$ cat src/rtl/seg7_pkg.sv
// seg7_pkg: shared seven-segment glyph table and blank pattern.
// Glyphs are active-low {g,f,e,d,c,b,a}.
package seg7_pkg;
    localparam logic [6:0] SEG_BLANK = 7'h7F;
    // Entry k is the glyph for hex digit k (index 15 first in the concatenation).
    localparam logic [15:0][6:0] SEG_GLYPHS = {
        7'h0E, 7'h06, 7'h21, 7'h46, 7'h03, 7'h08, 7'h10, 7'h00,
        7'h78, 7'h02, 7'h12, 7'h19, 7'h30, 7'h24, 7'h79, 7'h40
    };
endpackage

$ cat src/rtl/seg7_hex.sv
// seg7_hex: combinational nibble-to-glyph decode.
module seg7_hex
    import seg7_pkg::*;
(
    input  logic [3:0] hex,
    output logic [6:0] seg
);
    assign seg = SEG_GLYPHS[hex];
endmodule

$ cat src/rtl/seg7_scan.sv
// seg7_scan: multiplexed hex display driver with frame-aligned value commit,
// leading-zero blanking and anode ghost blanking.
module seg7_scan
    import seg7_pkg::*;
#(
    parameter int DIGITS = 4,
    parameter int DIV    = 18
) (
    input  logic                  i_clk,
    input  logic                  i_rst_n,
    input  logic                  i_valid,
    input  logic [4*DIGITS-1:0]   i_value,
    input  logic [DIGITS-1:0]     i_dp,
    input  logic                  i_blank_lz,
    output logic                  o_ready,
    output logic [DIGITS-1:0]     o_an,
    output logic [6:0]            o_seg,
    output logic                  o_dp
);
    localparam int IW = DIGITS > 1 ? $clog2(DIGITS) : 1;

    logic [DIV-1:0]      cnt;
    logic [IW-1:0]       idx;
    logic                pending;
    logic [4*DIGITS-1:0] pend_value, disp_value;
    logic [DIGITS-1:0]   pend_dp, disp_dp;
    logic                pend_blank, disp_blank;
    logic                tick, last, accept, commit, ghost, blank, dp_sel;
    logic [3:0]          nib;
    logic [6:0]          glyph;
    logic [IW-1:0]       msd;

    assign tick    = cnt == '0;
    assign last    = idx == IW'(DIGITS - 1);
    assign accept  = i_valid && !pending;
    assign commit  = pending && tick && last;
    assign o_ready = !pending;
    assign ghost   = &cnt[DIV-1:DIV-2];
    assign blank   = disp_blank && idx > msd;

    // msd tracks the most significant nonzero nibble; digit 0 is never above it.
    always_comb begin
        nib    = disp_value[3:0];
        dp_sel = disp_dp[0];
        msd    = '0;
        for (int k = 0; k < DIGITS; k++) begin
            if (idx == IW'(k)) begin
                nib    = disp_value[4*k +: 4];
                dp_sel = disp_dp[k];
            end
            if (k > 0 && disp_value[4*k +: 4] != 4'h0) msd = IW'(k);
        end
    end

    seg7_hex u_hex (.hex(nib), .seg(glyph));

    always_ff @(posedge i_clk or negedge i_rst_n) begin
        if (!i_rst_n) begin
            cnt <= '1;
            idx <= '0;
        end else begin
            cnt <= tick ? '1 : cnt - 1'b1;
            if (tick) idx <= last ? '0 : idx + 1'b1;
        end
    end

    always_ff @(posedge i_clk or negedge i_rst_n) begin
        if (!i_rst_n) begin
            pending    <= 1'b0;
            pend_value <= '0;
            pend_dp    <= '0;
            pend_blank <= 1'b0;
            disp_value <= '0;
            disp_dp    <= '0;
            disp_blank <= 1'b0;
        end else if (commit) begin
            pending    <= 1'b0;
            disp_value <= pend_value;
            disp_dp    <= pend_dp;
            disp_blank <= pend_blank;
        end else if (accept) begin
            pending    <= 1'b1;
            pend_value <= i_value;
            pend_dp    <= i_dp;
            pend_blank <= i_blank_lz;
        end
    end

    always_ff @(posedge i_clk or negedge i_rst_n) begin
        if (!i_rst_n) begin
            o_an  <= '1;
            o_seg <= SEG_BLANK;
            o_dp  <= 1'b1;
        end else begin
            o_an  <= ghost ? '1 : ~(DIGITS'(1) << idx);
            o_seg <= blank ? SEG_BLANK : glyph;
            o_dp  <= ~dp_sel;
        end
    end
endmodule

$ cat config.mk
export PLATFORM = sky130hd
export DESIGN_NAME = seg7_scan
export DESIGN_NICKNAME = d
export VERILOG_FILES = /design/src/rtl/seg7_pkg.sv /design/src/rtl/seg7_hex.sv /design/src/rtl/seg7_scan.sv
export SDC_FILE = /design/constraint.sdc
export NUM_CORES = 1
export LEC_CHECK = 0
export ABC_AREA = 1
export BUFFER_PORTS_ARGS = -buffer_cell sky130_fd_sc_hd__clkbuf_2
export CORE_MARGIN = 2
export CORE_UTILIZATION = 39
export CTS_BUF_LIST = sky130_fd_sc_hd__clkbuf_8
export DETAILED_ROUTE_END_ITERATION = 8
export GPL_TIMING_DRIVEN = 0
export SETUP_SLACK_MARGIN = 0.1
export SLEW_MARGIN = 20
export SYNTH_ARGS = -nofsm -noshare
export SYNTH_HDL_FRONTEND = slang
export SYNTH_SLANG_ARGS = --single-unit
$ cat constraint.sdc
create_clock -name i_clk -period 2.25 [get_ports i_clk]
set_input_delay 0.225 -clock i_clk [delete_from_list [all_inputs] [get_ports i_clk]]
set_output_delay 0.225 -clock i_clk [all_outputs]
set_load 0.02 [all_outputs]
Word level (Yosys, flattened, before mapping)

Memories as Yosys holds them, arrays and structs flattened.
Cells that the tools add are included.

Add/sub/neg operators: 2
Order comparisons: 2
Equality and inequality tests: 3
Shift operators: 1
Mux-type cells: 16
Bitwise gates (word level): 3
Reduce and logical (&&, ||, !) cells: 12

Operators by type and width:

| kind                                                       | number |
|---|---|
| zero test 18 bit                                           | 1 |
| 2-to-1 mux 18 bit                                          | 1 |
| subtractor 18 x 1 -> 18 bit, second input constant         | 1 |
| 2-to-1 mux 4 bit                                           | 4 |
| 2-to-1 mux 7 bit                                           | 2 |
| nonzero test 4 bit                                         | 3 |
| 2-to-1 mux 1 bit                                           | 6 |
| 2-to-1 mux 2 bit                                           | 3 |
| less-than comparator 4 x 5 -> 1 bit, second input constant | 1 |
| equality test 2 bit, second input constant                 | 2 |
| logical AND 1 bit                                          | 4 |
| inverter 4 bit                                             | 1 |
| AND reduction 2 bit                                        | 2 |
| << shifter 1 x 2 -> 4 bit, first input constant            | 1 |
| adder 2 x 1 -> 2 bit, second input constant                | 1 |
| equality test 2 x 1 -> 1 bit, second input constant        | 1 |
| > comparator 2 bit                                         | 1 |
| inverter 1 bit                                             | 2 |
| nonzero test 2 bit                                         | 1 |
| zero test 1 bit                                            | 1 |

Flip-flop bits (word level): 75
Bits in read-only memories: 112
Input bits: 24
Output and inout bits: 13
Word-level logic and storage cells: 52
Memories: 1

Memories:

| memory          | words | width | read ports | clocked after Yosys merged registers in | write ports | RTL line      | RTL |
|---|---|---|---|---|---|---|---|
| (no name shown) | 16    | 7     | 1          | 0                                       | 0           | seg7_hex.sv:8 | `assign seg = SEG_GLYPHS[hex];` |

Logic depth before layout (Yosys ltp)

Gate-level depths: netlist of the first run.

Depth after elaboration: 7
Depth in mapped cells: 13
Gate-level depth less buffers: 13

Hierarchy

A second synthesis of the first run with hierarchy kept.

Cells, all modules: 420
Area, all modules: 3817.4 sq um

Modules (own cells, without submodules):

| module    | instances | cells each | area an instance (sq um) | seq. area each (sq um) |
|---|---|---|---|---|
| seg7_scan | 1         | 371        | 3543.4                   | 1914.3 |
| seg7_hex  | 1         | 49         | 274.0                    | 0.0 |

Worst setup path after synthesis of the first run

OpenSTA, ideal clock, no wires.

Path kind: reg2reg
From: register idx[1]
To: register o_seg[3]
Library setup time: 0.084 ns
Arrival time: 1.715 ns
Data required time: 2.166 ns
Path slack: 0.452 ns
Cell stages (with the launch flop): 12
Path buffers: 1
Clock period less this slack: 1.798 ns
Cells stage by stage: dfrtp_1 > ha_1 > buf_2 > inv_1 > or2_2 > nand2_1 > inv_1 > ha_1 > nand2_1 > nand2_1 > nand2_1 > nand3_1

Cells in the longest elaborated chain, start to end: 7
Elaborated cells between the ends (all ways): 11
Those cells by class: 1 x order compare; 3 x eq/ne; 5 x mux; 1 x reduce/logical; 1 x memory

Ends and longest elaborated chain:

| item                                   | RTL line        | RTL |
|---|---|---|
| start, declared                        | seg7_scan.sv:23 | `logic [IW-1:0] idx;` |
| start signal, assigned                 | seg7_scan.sv:63 | `if (tick) idx <= last ? '0 : idx + 1'b1;` |
| equality test 2 x 1 -> 1 bit           | seg7_scan.sv:47 | `if (idx == IW'(k)) begin` |
| 2-to-1 mux 4 bit (3 in a row)          | seg7_scan.sv:47 |  |
| memory (16 x 7 bit)                    | --              |  |
| 2-to-1 mux 7 bit (implied by the code) | seg7_hex.sv:8   |  |
| 2-to-1 mux 7 bit *                     | seg7_scan.sv:96 | `o_seg <= blank ? SEG_BLANK : glyph;` |
| end signal, assigned                   | seg7_scan.sv:96 |  |
| end, declared                          | seg7_scan.sv:17 | `output logic [6:0] o_seg,` |

Mark *: on every way between the ends. The rest lies on a longest branch, timed or not. The select of a mux whose other input is x is not followed.
A chain may end at the register's enable or synchronous reset.

Worst setup path in the final report of the first run

From: register idx[0]
To: register o_seg[3]

The elaborated chain is that of the path after synthesis.

==> reports/results.ini, run 1 <==
[run_status]
status=complete, no violations

[sta]
max_freq_ghz=0.496
tightest_slew_ns=0.519
rsz0062_at_grt=yes
worst_slack_ns=0.236
final_max_slew_viol_count=0
skew_ns=0.0127
final-hold-violation-count=0
timing.final.crit_share_pct=89.5
tns_ns=0
finalCriticalPeriod_ns=2.01
relSlewSlack_pct=65.2
finalSetupViolations=0

[synth]
synthArstFlopShare_pct=100
yosysWarnings=0
syn-cell-area_um2=3710
yosysSeqAreaShare_pct=51.7
yosysTopAreaCell=dfrtp_1
yosys_register_bits=75
synth.avg_cell_area_um2=8.84
syn_inst=419
synth_edf_count=0
synth_area_leaders=dfrtp_1 (30%), dfstp_2 (21%), nand2_1 (13%)
syn_nets=457
netlist-cell-type-count=28
synth_top_area_share_pct=30.4
synth_top_flop_cell=dfrtp_1

[worst_setup_path]
reg2reg_from=idx[0]
arrival_ns=2.29
rrSetupSlack_ns=0.24
path_cells=ha_1 -> clkbuf_4 -> inv_1 -> or2_2 -> nand2_2 -> inv_1 -> ha_1 -> nand2_1 -> nand2_1 -> nand2_1 -> nand3_1
rr_worst_depth=11
slowest_stage=dfrtp_2
cpMostUsedCell=nand2_1
cp.required_ns=2.53
critPathMaxStageDelay_ns=0.42
path_delay_family=simple AND/OR/NAND/NOR gates
crit_fanout=8
cp_num_buf_inv=3
critPathKind=register to register
cp-end-kind=register
reg2reg_to=o_seg[3]
start_kind=register

[clock_network]
cts_tree=yes
cts.sinks=75
clk_latency_ns=0.36
clk_pin_slew_ns=0.09
cts_max_path_buffers=2
h-tree-depth=3
cts_buffers=9
cts_root_buf=clkbuf_8

[finish]
fin_util_pct=46.8
nFillCells=927
multi_input_area_um2=1600
drive_gt1_share_pct=27.8
diodes=0
regArea_um2=1920
synthToLayoutAreaGrowth_pct=16.6
fin_nets=507

[global_route]
grt_pass1_wl_mm=13.4
first_global_vias=2981
grt_max_degree=51
grt.total_usage_pct=16.4
antenna_found_initial=0
grt-ovfl-total=0

[detailed_routing]
route.met3.wl_um=281
dr_total_vias=2903
wire_per_inst_um=12.4
wl_mm=7.48
final_antenna_net_count=0
drt_iter0_markers=97
wl_met1_mm=3.61
drc_errors=0
top_layer=met4
vias_per_cell=4.81
met2_length_mm=3.42
first_pass_iters=4

[floorplan]
row_count=35
die_area_um2=10300
start_util_pct=40.1
die_h_um=101
io_pins=37
dieWidth_um=101
fp.coreArea_um2=9240

[place]
io_buffer_count=36
gp_congestion=0.830
place_ws_ns=0.0984
hpwl_mm=5.54

[power]
ir_drop_mv=0.338
finalPower_uw=2510
p_leak_uw=0.00223
powerDensity_nw_per_um2=580

[min_path]
hp-start=i_value[10]
hold_path.class=input port to register
hold_end=pend_value[10]
holdPathStages=2

[run]
maxCapViolCount=0

-- worst register-to-register path, stage by stage, from the launching register on --
cell,delay (ns)
dfrtp_2,0.42
ha_1,0.17
clkbuf_4,0.19
inv_1,0.11
or2_2,0.29
nand2_2,0.13
inv_1,0.10
ha_1,0.24
nand2_1,0.11
nand2_1,0.06
nand2_1,0.05
nand3_1,0.06
-- repair_timing --
action,4_1_cts,5_1_grt
hold endpoints to repair,2,0
cloned,0,0
hold buffers,1,0
setup endpoints to repair,2,7
resized for setup,2,9
setup buffers,0,1
-- through the flow --
stage / cell area (µm²) / instances / hold WS [ns]
after global routing: 4320 / 603 / 0.0690
after CTS: 4280 / 602 / 0.0726
after global placement: 4050 / 584 / 0.438
after floorplan: 3710 / 419 / -0.0706
after detailed placement: 4080 / 585 / 0.198
final: 4320 / 603 / 0.0871
-- routing by layer --
layer / global-route usage (%) / up-vias
li1: - / 1463
met1: 21.1 / 1372
met2: 26.1 / 50
met3: 4.55 / 18
met4: 6.65 / 0
met5: 0 / -
-- cells in the final DEF (no fill, tap or decap), types with 2 or more instances in the layout --
cell	n
nand3b_1	3
nor4_1	2
ha_4	2
nor2_2	2
clkbuf_1	2
inv_8	2
inv_2	2
nand2_2	3
mux2_2	21
nand3_1	41
dfrtp_2	2
a21oi_1	5
o21ai_0	9
ha_1	12
dfrtp_1	43
nand2_1	127
clkbuf_4	2
nor2_1	26
inv_6	3
clkbuf_2	35
clkbuf_8	9
inv_1	40
or2_2	2
buf_2	10
xor2_1	2
nand4_1	23
nor3_1	2
dfstp_2	30
-- flip-flops by register name, indices dropped and copies added (netlist names) --
| signal | cells |
|---|---|
| pending | 1 |
| o_dp | 1 |
| pend_value | 16 |
| o_seg | 7 |
| pend_blank | 1 |
| disp_dp | 4 |
| cnt | 18 |
| disp_blank | 1 |
| idx | 2 |
| o_an | 4 |
| pend_dp | 4 |
| disp_value | 16 |
-- cells by family (layout without fill, tap and decap cells) --
logic type	Yosys count	after routing	synth area share [%]
AO/OA/AOI/OAI	16	16	2.33
XOR/XNOR	3	3	0.709
adder cells (fa/ha/maj)	14	14	4.73
buffers and inverters	55	110	5.94
flip-flops	75	75	51.7
multiplexers	21	21	6.38
AND/OR/NAND/NOR	235	235	28.3
-- cell type report --
type / count / share of cell area, %
Buffer: 13 / 1.51
Clock inverter: 7 / 1.51
Tap cell: 129 / 3.73
Multi-Input combinational cell: 289 / 37.1
Timing Repair Buffer: 39 / 5.27
Sequential cell: 75 / 44.4
Clock buffer: 9 / 2.87
Inverter: 42 / 3.65
-- cells in the mapped netlist, drive strengths merged, types with 4 or more instances --
cell type    n
dfrtp       45
nand3       42
inv         42
a21oi        5
ha          14
nand2      130
nor3         4
mux2        21
nor2        28
nand4       23
dfstp       30
buf         11
o21ai        9
-- worst max path at each step --
stage,start,endpoint,slack [ns],cells past startpoint
after detailed placement,idx[0],o_seg[0],0.1,12
after floorplan,idx[1],o_seg[3],0.45,11
final,idx[0],o_seg[3],0.24,11
after global placement,idx[0],o_seg[3],0.17,12
after global routing,idx[0],o_seg[0],0.09,12
after CTS,idx[1],o_seg[3],0.10,11
-- power by group --
| part | switching, µW | leakage (µW) | internal, µW |
|---|---|---|---|
| Clock | 570 | 0.0000947 | 429 |
| Combinational | 39.8 | 0.00124 | 50.9 |
| Sequential | 24.0 | 0.000897 | 1390 |
| Total | 634 | 0.00223 | 1870 |
(Power assumes the default switching activity.)
==> run 2: changes to the inputs <==
--- a/config.mk
+++ b/config.mk
@@ -11,7 +11,9 @@
 export CORE_UTILIZATION = 39
 export CTS_BUF_LIST = sky130_fd_sc_hd__clkbuf_8
 export DETAILED_ROUTE_END_ITERATION = 8
+export GPL_ROUTABILITY_DRIVEN = 0
 export GPL_TIMING_DRIVEN = 0
+export PLACE_DENSITY = 0.57
 export SETUP_SLACK_MARGIN = 0.1
 export SLEW_MARGIN = 20
 export SYNTH_ARGS = -nofsm -noshare
==> constraint.sdc (replaced) <==
create_clock -name i_clk -period 2.25 [get_ports i_clk]
set_input_delay 0.225 -clock i_clk [delete_from_list [all_inputs] [get_ports i_clk]]
set_output_delay 0.225 -clock i_clk [all_outputs]
set_load 0.01 [all_outputs]
==> run 2 against run 1 <==
  * Routed wire length down 0.19%
  * Critical path type unchanged
  * Critical path depth unchanged
  * Utilization up 0.54 points
  * Non-clock buffer count unchanged
  * Clock power up 29%
  * Worst hold slack better by 0.0089 ns
  * Design area up 1.2%
  * Largest power group unchanged
==> reports/results.ini, run 2 (synthesis results as in run 1) <==
[power]
switching_share_pct=20.9  ; -4.4 points
power.internal_uw=2210  ; +18%
pwr-share-comb_pct=3.3  ; -0.3 points
p_leak_uw=0.00226  ; +1.4%
switchingPower_uw=586  ; -7.6%
ir_drop_mv=0.381  ; +13%
seqPwrFrac_pct=50.6  ; -5.9 points
powerDensity_nw_per_um2=640  ; +10%
pwr-share-clk_pct=46.1  ; +6.3 points

[clock_network]
cts_root_buf=clkbuf_8
clk_pin_slew_ns=0.08  ; about the same
cts_buffers=9  ; unchanged
h-tree-depth=3  ; unchanged
clk_latency_ns=0.35  ; about the same
cts_tree=yes
cts.sinks=75  ; unchanged
cts_max_path_buffers=2  ; unchanged

[worst_setup_path]
critPathKind=register to register
cpMostUsedCell=nand2_1
start_kind=register
critPathMaxStageDelay_ns=0.43  ; about the same
reg2reg_from=idx[1]
cp_num_buf_inv=3  ; unchanged
crit_start=idx[1]
worst-path-stages=11  ; unchanged
rr_worst_depth=11  ; unchanged
rrSetupSlack_ns=0.26  ; +0.02 ns
cp-end-kind=register
path_cells=ha_1 -> clkbuf_4 -> inv_1 -> or2_2 -> nand2_2 -> inv_1 -> ha_1 -> nand2_1 -> nand2_1 -> nand2_1 -> nand3_1
crit_fanout=8  ; unchanged
cp.required_ns=2.53  ; about the same
crit_path_end=o_seg[3]
reg2reg_to=o_seg[3]
path_delay_family=simple AND/OR/NAND/NOR gates
arrival_ns=2.28  ; about the same
slowest_stage=dfrtp_2

[detailed_routing]
drc_errors=0  ; unchanged
final_antenna_net_count=0  ; unchanged
vias_per_cell=4.75  ; -1.2%
wire_per_inst_um=12.4  ; -0.19%
drt_iter0_markers=93  ; -4.1%
wl_mm=7.46  ; -0.19%
first_pass_iters=4  ; unchanged
dr_total_vias=2867  ; -1.2%

[finish]
top_regs=cnt: 18 flops, disp_value: 16 flops, pend_value: 16 flops
final_common_cell=nand2_1
max_flop_register=cnt
drive_gt1_share_pct=27.4  ; -0.42 points
nFillCells=903  ; -2.6%
diodes=0  ; unchanged
synthToLayoutAreaGrowth_pct=18.0
largest_reg_flops=18  ; unchanged
fin_cells=603  ; unchanged
final_cell_mix=nand2_1 (127), dfrtp_1 (44), inv_1 (41), nand3_1 (41), clkbuf_2 (35)
fin_nets=507  ; unchanged

[floorplan]
start_util_pct=40.1  ; unchanged
dieWidth_um=101  ; unchanged
fp.coreArea_um2=9240  ; unchanged
die_h_um=101  ; unchanged
row_count=35  ; unchanged
io_pins=37  ; unchanged
die_area_um2=10300  ; unchanged

[sta]
skew_ns=0.00734  ; -0.00540 ns
finalCriticalPeriod_ns=1.99  ; -0.0198 ns
relSlewSlack_pct=67.6  ; +2.4 points
final-hold-violation-count=0  ; unchanged
tightest_slew_ns=0.483  ; -0.0355 ns
final_max_slew_viol_count=0  ; unchanged
timing.final.crit_share_pct=88.6  ; -0.88 points
max_freq_ghz=0.501  ; +0.99%
rsz0062_at_grt=yes
finalSetupViolations=0  ; unchanged
tns_ns=0  ; unchanged
worst_slack_ns=0.255  ; +0.0198 ns

[place]
place_ws_ns=0.137  ; +0.0389 ns
io_buffer_count=36  ; unchanged
post-place-cells=585  ; unchanged
hpwl_mm=5.54  ; about the same

[global_route]
grt_pass1_wl_mm=12.9  ; -3.4%
grt.total_usage_pct=15.9  ; -0.50 points
antenna_found_initial=0  ; unchanged
grt-ovfl-total=0  ; unchanged
grt_max_degree=51  ; unchanged
first_global_vias=2773  ; -7.0%

[run_status]
status=complete, no violations

[run]
maxCapViolCount=0  ; unchanged

[min_path]
hold_path.class=input port to register

-- run 2: power groups by stage --
stage | clock, µW | combinational (µW) | sequential (µW)
finish | 1290 | 91.3 | 1420
global route | 1370 | 106 | 1420
CTS | 1320 | 95.7 | 1420
detailed placement | 0 | 94.3 | 1440
global placement | 0 | 83.2 | 1440
floorplan | 0 | 37.4 | 1430
-- run 2: per-layer routing --
metal	vias to the layer above	track usage, %	wire length [µm]
met2	46	24.8	3300
met1	1348	22.1	3780
met5	-	0	0
li1	1462	-	-
met4	0	6.03	129
met3	11	2.97	246
-- run 2: final cells by class --
type / instances / area (µm²) / area share, %
inverters: 42 / 158 / 3.61
repair buffers: 39 / 228 / 5.21
well taps: 129 / 161 / 3.69
clock inverters: 6 / 113 / 2.58
flip-flops and latches: 75 / 1920 / 43.8
clock buffers: 10 / 138 / 3.15
plain buffers: 13 / 65.1 / 1.49
multi-input cells: 289 / 1590 / 36.5
-- run 2: worst min path at each step --
| stage | from | endpoint | slack, ns | cells past startpoint |
|---|---|---|---|---|
| after floorplan | i_rst_n | disp_blank | -0.07 | 0 |
| after global placement | cnt[0] | cnt[0] | 0.44 | 1 |
| after detailed placement | i_rst_n | idx[1] | 0.22 | 1 |
| after CTS | i_value[10] | pend_value[10] | 0.09 | 2 |
| after global routing | i_value[13] | pend_value[13] | 0.09 | 2 |
| final | i_value[10] | pend_value[10] | 0.1 | 2 |
-- run 2: repair_timing --
action | 4_1_cts | 5_1_grt
setup endpoints to repair | 0 | 7
buffers inserted | 0 | 1
gates resized for setup | 0 | 8
hold buffers | 1 | 0
endpoints found under the hold margin | 5 | 0
-- run 2: worst reg2reg max path, delay by kind of cell (launching register included) --
family	cells	cell delay, ns
buffers and inverters	3	0.38
and+or+nand+nor	6	0.73
DFF	1	0.43
adders and majority gates	2	0.39
-- run 2: per-stage QoR --
stage | utilization (%) | power (µW) | cell area [µm²] | hold slack [ns]
after floorplan | - | 1470 | 3710 | -0.0706
after global placement | 43.8 | 1520 | 4050 | 0.438
after detailed placement | 44.1 | 1540 | 4080 | 0.216
after CTS | 46.9 | 2830 | 4340 | 0.0914
after global routing | 47.3 | 2900 | 4370 | 0.0890
final | 47.3 | 2800 | 4370 | 0.0960
